--- config.mk ---
export PLATFORM = sky130hd
export DESIGN_NAME = gmii_rx_parser
export DESIGN_NICKNAME = d
export VERILOG_FILES = /design/src/rtl/gmii_rx_parser.sv
export SDC_FILE = /design/constraint.sdc
export NUM_CORES = 1
export LEC_CHECK = 0
export ABC_AREA = 1
export CORE_ASPECT_RATIO = 0.6
export CORE_MARGIN = 10
export CORE_UTILIZATION = 54
export CTS_CLUSTER_DIAMETER = 150
export CTS_CLUSTER_SIZE = 10
export DETAILED_ROUTE_END_ITERATION = 16
export GPL_TIMING_DRIVEN = 0
export HOLD_SLACK_MARGIN = 0.08
export PLACE_DENSITY = 0.86
export SLEW_MARGIN = 20
export SYNTH_ARGS = -nofsm -noshare
export SYNTH_HDL_FRONTEND = slang
export SYNTH_SLANG_ARGS = --single-unit
--- constraint.sdc ---
create_clock -name rx_clk -period 2.6 [get_ports rx_clk]
set_input_delay 0.52 -clock rx_clk [delete_from_list [all_inputs] [get_ports rx_clk]]
set_output_delay 0.52 -clock rx_clk [all_outputs]
set_load 0.005 [all_outputs]
--- src/rtl/gmii_rx_parser.sv ---
// GMII receive parser: strips preamble/SFD, filters IPv4/UDP frames for one
// destination port, decodes the 2-byte application header and packs payload
// bytes into 48-bit video words or 25-bit audio words for the receive FIFOs.
module gmii_rx_parser #(
  parameter logic [15:0] UDP_PORT  = 16'd12345,
  parameter logic [15:0] ETHERTYPE = 16'h0800
) (
  input  logic        rx_clk,
  input  logic        sys_rst,
  input  logic        rx_dv,
  input  logic        rx_er,
  input  logic [7:0]  rxd,
  input  logic        vfull,
  input  logic        afull,
  output logic [47:0] vdin,
  output logic        vwr_en,
  output logic [24:0] adin,
  output logic        awr_en,
  output logic        rx_id,
  output logic        frame_done,
  output logic        frame_err,
  output logic [15:0] drop_cnt
);

  typedef enum logic [2:0] {S_IDLE, S_PRE, S_HDR, S_APP, S_PAY, S_DRAIN} state_t;

  state_t      state, state_n;
  logic [5:0]  hdr_cnt;    // byte offset after SFD, 0..43
  logic [7:0]  word_cnt;
  logic [7:0]  word_num;
  logic [2:0]  byte_cnt;
  logic        is_audio;
  logic        type_id;
  logic [39:0] shift;      // previous five payload bytes
  logic        hdr_ok;
  logic        word_last;
  logic        word_end;
  logic        word_full;
  logic        err_n;
  logic        done_n;

  // State register
  always_ff @(posedge rx_clk) begin
    if (sys_rst) state <= S_IDLE;
    else         state <= state_n;
  end

  // Next-state decode, header field checks and frame event detection
  always_comb begin
    state_n   = state;
    err_n     = 1'b0;
    word_end  = 1'b0;
    word_last = (byte_cnt == (is_audio ? 3'd3 : 3'd5));
    word_full = is_audio ? afull : vfull;
    case (hdr_cnt)
      6'd12:   hdr_ok = (rxd == ETHERTYPE[15:8]);
      6'd13:   hdr_ok = (rxd == ETHERTYPE[7:0]);
      6'd23:   hdr_ok = (rxd == 8'h11);
      6'd36:   hdr_ok = (rxd == UDP_PORT[15:8]);
      6'd37:   hdr_ok = (rxd == UDP_PORT[7:0]);
      default: hdr_ok = 1'b1;
    endcase
    case (state)
      S_IDLE: begin
        if (rx_dv) state_n = (!rx_er && rxd == 8'h55) ? S_PRE : S_DRAIN;
      end
      S_PRE: begin
        if (!rx_dv)             state_n = S_IDLE;
        else if (rx_er)         state_n = S_DRAIN;
        else if (rxd == 8'hD5)  state_n = S_HDR;
        else if (rxd != 8'h55)  state_n = S_DRAIN;
      end
      S_HDR: begin
        if (!rx_dv) state_n = S_IDLE;
        else if (rx_er) begin
          state_n = S_DRAIN;
          err_n   = 1'b1;
        end
        else if (!hdr_ok)           state_n = S_DRAIN;
        else if (hdr_cnt == 6'd41)  state_n = S_APP;
      end
      S_APP: begin
        if (!rx_dv || rx_er) begin
          state_n = rx_dv ? S_DRAIN : S_IDLE;
          err_n   = 1'b1;
        end
        else if (hdr_cnt == 6'd43) begin
          state_n = (rxd == 8'd0) ? S_DRAIN : S_PAY;
          err_n   = (rxd == 8'd0);
        end
      end
      S_PAY: begin
        if (!rx_dv || rx_er) begin
          state_n = rx_dv ? S_DRAIN : S_IDLE;
          err_n   = 1'b1;
        end
        else if (word_last) begin
          word_end = 1'b1;
          if (word_cnt + 8'd1 == word_num) state_n = S_DRAIN;
        end
      end
      S_DRAIN: begin
        if (!rx_dv) state_n = S_IDLE;
      end
      default: state_n = S_IDLE;
    endcase
    done_n = word_end && (word_cnt + 8'd1 == word_num);
  end

  // Datapath: header capture, word assembly, FIFO strobes and drop counting
  always_ff @(posedge rx_clk) begin
    if (sys_rst) begin
      hdr_cnt    <= '0;
      word_cnt   <= '0;
      word_num   <= '0;
      byte_cnt   <= '0;
      is_audio   <= 1'b0;
      type_id    <= 1'b0;
      shift      <= '0;
      vdin       <= '0;
      vwr_en     <= 1'b0;
      adin       <= '0;
      awr_en     <= 1'b0;
      rx_id      <= 1'b0;
      frame_done <= 1'b0;
      frame_err  <= 1'b0;
      drop_cnt   <= '0;
    end
    else begin
      vwr_en     <= 1'b0;
      awr_en     <= 1'b0;
      frame_done <= done_n;
      frame_err  <= err_n;
      if (state == S_PRE)
        hdr_cnt <= '0;
      else if (rx_dv && (state == S_HDR || state == S_APP))
        hdr_cnt <= hdr_cnt + 6'd1;
      if (state == S_APP && rx_dv && !rx_er) begin
        if (hdr_cnt == 6'd42) begin
          is_audio <= rxd[0];
          type_id  <= rxd[7];
        end
        if (hdr_cnt == 6'd43) begin
          rx_id    <= type_id;
          word_num <= rxd;
        end
      end
      if (state == S_APP && state_n == S_PAY) begin
        word_cnt <= '0;
        byte_cnt <= '0;
      end
      else if (state == S_PAY && rx_dv) begin
        shift <= {shift[31:0], rxd};
        if (word_end) begin
          byte_cnt <= '0;
          word_cnt <= word_cnt + 8'd1;
          if (word_full) begin
            if (drop_cnt != 16'hFFFF) drop_cnt <= drop_cnt + 16'd1;
          end
          else if (is_audio) begin
            awr_en <= 1'b1;
            adin   <= {shift[16:0], rxd};
          end
          else begin
            vwr_en <= 1'b1;
            vdin   <= {shift, rxd};
          end
        end
        else if (!rx_er) begin
          byte_cnt <= byte_cnt + 3'd1;
        end
      end
    end
  end

endmodule
==> results.md <==
Worst setup path:
- The arrival time reported for the critical path endpoint is 2780 ps.
- The worst setup path is captured at a register.
- In this design, the largest share of critical-path delay is due to buffers and inverters.
- The startpoint class of the critical path is an input pin.
- Together, buffers and inverters on the worst path number 5.
- In this run the number of cells on the critical path is 11.
- The worst register-to-register path has a depth of 18.
- Along the worst path, the maximum fanout reaches 10.
- The setup slack of the worst register-to-register path is 330 ps.
- Counting stages on the worst path, the most repeated cell is inv_2.
- For this run, the slowest stage of the critical path takes 590 ps.
- The worst setup path is of the input pin to register kind.
- The slowest stage of the critical path is the clkdlybuf4s50_1 cell.
- The signal on the critical path passes through clkdlybuf4s50_1 -> inv_2 -> nor2_2 -> inv_1 -> nor2_4 -> inv_2 -> nor2_8 -> nand2_4 -> clkbuf_1 -> o21ai_0 -> a21oi_1.
- For the worst setup path, the data required time is 2890 ps.

Synth:
- The count of distinct cell types in the synthesized netlist is 36.
- Among all cell types in the netlist, the one instantiated most often is dfxtp_1.
- For this run, the register share of the synthesized area comes to 0.4794.
- Synthesis inferred 164 register bits.
- The synthesized design spends more area on one cell type than any other, namely dfxtp_1.
- The dominant combinational cell family by area after synthesis is compound AO/OA/AOI/OAI gates.
- The number of flops mapped to enable cells by yosys is 0.
- Sorting the synthesized cells by area gives the leading types as dfxtp_1 48%, o21ai_0 11%, a21oi_1 8.4%.
- The count of yosys warnings during synthesis is 0.
- The most used flip-flop cell after synthesis is dfxtp_1.
- The xor/xnor cell area share of the yosys netlist is 0.01608.
- The share of synthesized registers carrying an async set or reset is 0.
- After synthesis, the most frequently instantiated cells are 164 x dfxtp_1, 146 x o21ai_0, 135 x inv_1.
- After synthesis, the share of cell area in mux cells is 0.001462.
- The simple-gate share of the synthesized area is 0.1814.
- Of the total synthesized cell area, the portion taken by full adders, half adders and majority gates is 0.01279.
- The cell count after synthesis is 918.
- The area of the mapped netlist is 6848 µm².
- The synthesized-area fraction occupied by ao, oa, aoi and oai cells is 0.2061.
- The mean post-synth cell area is 7.459 µm².
- The share of synthesized area in the top cell type comes to 0.4794.
- Synthesis produced a netlist with a net count of 939.

Clocking:
- The deepest clock path buffer count is 2.
- TritonCTS built the clock tree.
- In this run, CTS created clock tree buffers numbering 17.
- The clock tree synthesis step divided the H-tree into 4 levels.
- The clock root buffer is clkbuf_16.
- The clock insertion delay at the later pin of the skew report is 420 ps.
- The number of buffers inserted to repair setup after CTS is 0.
- The number of clock sinks is 164.
- After clock tree synthesis, the clock-pin slew on the worst setup and hold paths is 60 ps.

Die:
- In this run the count of I/O pins placed on the die edge is 108.
- The area of the placeable core is 12,220 µm².
- The floorplan step set the die height to 107.2 µm.
- The horizontal die dimension is 165.4 µm.
- The initialized floorplan defines 31 standard-cell rows.
- The floorplan die area is 17,730 µm².
- The initial utilization of the core area, before any placement, comes to 0.5605.

Timing:
- The worst slew margin relative to its limit is 0.4658.
- Setup repair after global routing could not meet its margin everywhere.
- Across the routed clock network, the largest skew measured is 6.629 ps.
- The slew of the pin with the lowest slew margin is 801.3 ps.
- Setup violations remaining at the end of the flow were counted as 0.
- The worst path in the final design needs a cycle of 2482 ps, including I/O delays and setup.
- The number of max-slew violations in the final report came to 0.
- Derived from the worst setup path, the maximum achievable clock frequency is 0.4029 GHz.
- Dividing the final minimum period by the clock period gives 0.9546.
- The final hold violation count is 0.

Finish:
- In the final design database the tool counted 1,064 nets.
- The share of layout cells above drive strength 1 is 0.07102.
- The total non-filler cell area in the finished layout is 8706 µm².
- The post-synthesis to final-layout area growth is 27.13%.
- The number of antenna diodes in the final layout is 0.

Routing:
- The number of routed nets with antenna violations is 0.
- After detailed routing, the total wire length is 20.35 mm.
- The number of DRC markers after the initial detailed-route iteration is 790.
- The pre-antenna-repair detailed-routing pass consisted of 6 iterations.
- After detailed routing, the number of vias per cell comes to 5.553.
- The total number of vias is 6,780.
- The post-route DRC violation count is 0.
- The routed length per instance is 16.67 µm.

Hold path:
- The worst hold path passes through 2 cells.
- The tightest min-delay check is of the register to register type.

Placed design:
- The count of input and output buffers is 106.
- Summed over all nets, the half-perimeter wirelength after detailed placement is 14.71 mm.
- The routability-driven placement congestion ratio is 0.9616.
- The placed instances occupy a cell area of 8115 µm².

GRT:
- The number of antenna violations at the first check in global routing is 0.
- The number of global-route vias before repair is 6,279.
- For this run, the total global-route usage over all layers was measured as 0.2228.
- The total congestion overflow after global routing is 0.
- The first global-routing pass estimated 32.10 mm of wire.
- The largest net degree at the start of global routing is 17.

Outcome:
- The run finished with clean final reports.

Power and ir drop:
- The sum of internal, switching and leakage power is 5.371 mW.
- The peak supply drop is 0.5184 mV.
- In this run the static leakage power is 3.309 nW.
- The power density over cell area is 616.9 nW/µm².

Flow run:
- The number of maximum-capacitance violations is 0.
## final timing paths
check	startpoint	endpoint
max reg2reg	hdr_cnt[1]$_SDFFE_PP0P_	word_cnt[6]$_SDFFE_PP0P_
min reg2reg	vdin[30]$_SDFFE_PP0P_	vdin[30]$_SDFFE_PP0P_
min	vdin[30]$_SDFFE_PP0P_	vdin[30]$_SDFFE_PP0P_
max	rx_dv	vdin[44]$_SDFFE_PP0P_
## area by class of cell
type,count,area [µm²]
inverter,141,529.3
fill,962,3512
sequential,164,3283
clock buffer,20,466.7
clock inverter,12,118.9
timing repair buffer,106,1061
tap,165,206.4
multi-input combinational,571,2867
buffer,42,173.9
## layout by cell type (no fill, tap or decap), types with 2 or more instances in the layout
master / n
a211oi_1: 2
a21oi_1: 115
a31oi_1: 3
buf_2: 7
clkbuf_1: 34
clkbuf_16: 17
clkbuf_8: 3
clkdlybuf4s50_1: 106
clkinv_2: 2
clkinv_4: 2
clkinvlp_4: 2
dfxtp_1: 164
ha_1: 7
inv_1: 135
inv_2: 6
inv_6: 4
nand2_1: 73
nand2_2: 4
nand2_4: 2
nand3_1: 26
nand3_2: 5
nand4_1: 6
nor2_1: 123
nor2_2: 13
nor2_4: 3
nor3_1: 15
nor4_1: 3
o21ai_0: 146
o21ai_1: 3
xnor2_1: 4
xor2_1: 6
## per-layer routing
| metal | global-route usage | wire length [µm] | vias up |
|---|---|---|---|
| met5 | 0 | 0 | - |
| li1 | - | - | 3220 |
| met1 | 0.3075 | 8808 | 3095 |
| met3 | 0.08136 | 2877 | 46 |
| met2 | 0.3173 | 8301 | 419 |
| met4 | 0.06679 | 365 | 0 |
## registers in the layout, summed over array words and instances, names as in the netlist, 3 cells and up
signal	count
hdr_cnt	6
shift	40
word_cnt	8
adin	25
drop_cnt	16
state	3
word_num	8
byte_cnt	3
vdin	48
## worst register-to-register path: stages, from the launching register on
cell,delay [ps]
dfxtp_1,330
inv_1,110
ha_1,230
inv_1,70
nand2_1,100
nand3_2,130
nand2_1,80
nand3_1,80
nor2_2,130
nand3_2,80
nand2_2,90
nand2_1,100
nand2_1,80
nand3_1,80
nand2_2,80
nand3_2,70
nand2_2,80
buf_6,190
nor2_2,50
## power breakdown
part	switching, mW	internal (mW)
Clock	1.08	1.41
Sequential	0.0463	2.56
Combinational	0.187	0.0812
## cell families after synthesis
| kind of cell | after synthesis |
|---|---|
| buffers and inverters | 183 |
| flip-flops | 164 |
| XOR/XNOR | 11 |
| AND/OR/NAND/NOR | 276 |
| adder cells (fa/ha/maj) | 7 |
| AO/OA/AOI/OAI | 276 |
| multiplexers | 1 |
## stage by stage
step	hold WS [ps]	setup TNS, ps	utilization	cells	setup slack, ps
after floorplan	429.7	0	-	918	707.3
after global placement	432.4	-7523	0.6642	1189	-243.3
after detailed placement	436.2	-8637	0.6642	1189	-222.7
after CTS	445.9	0	0.7121	1221	199.4
after global routing	465.8	-20.77	0.7125	1221	-11.82
final	445.5	0	0.7125	1221	118.1
## repair_timing
| item | 4_1_cts | 5_1_grt |
|---|---|---|
| hold buffers | 0 | 0 |
| gates resized for setup | 0 | 1 |
| endpoints found under the setup margin | 0 | 8 |
| hold endpoints to repair | 0 | 0 |
Power figures use the tool's default switching activity.
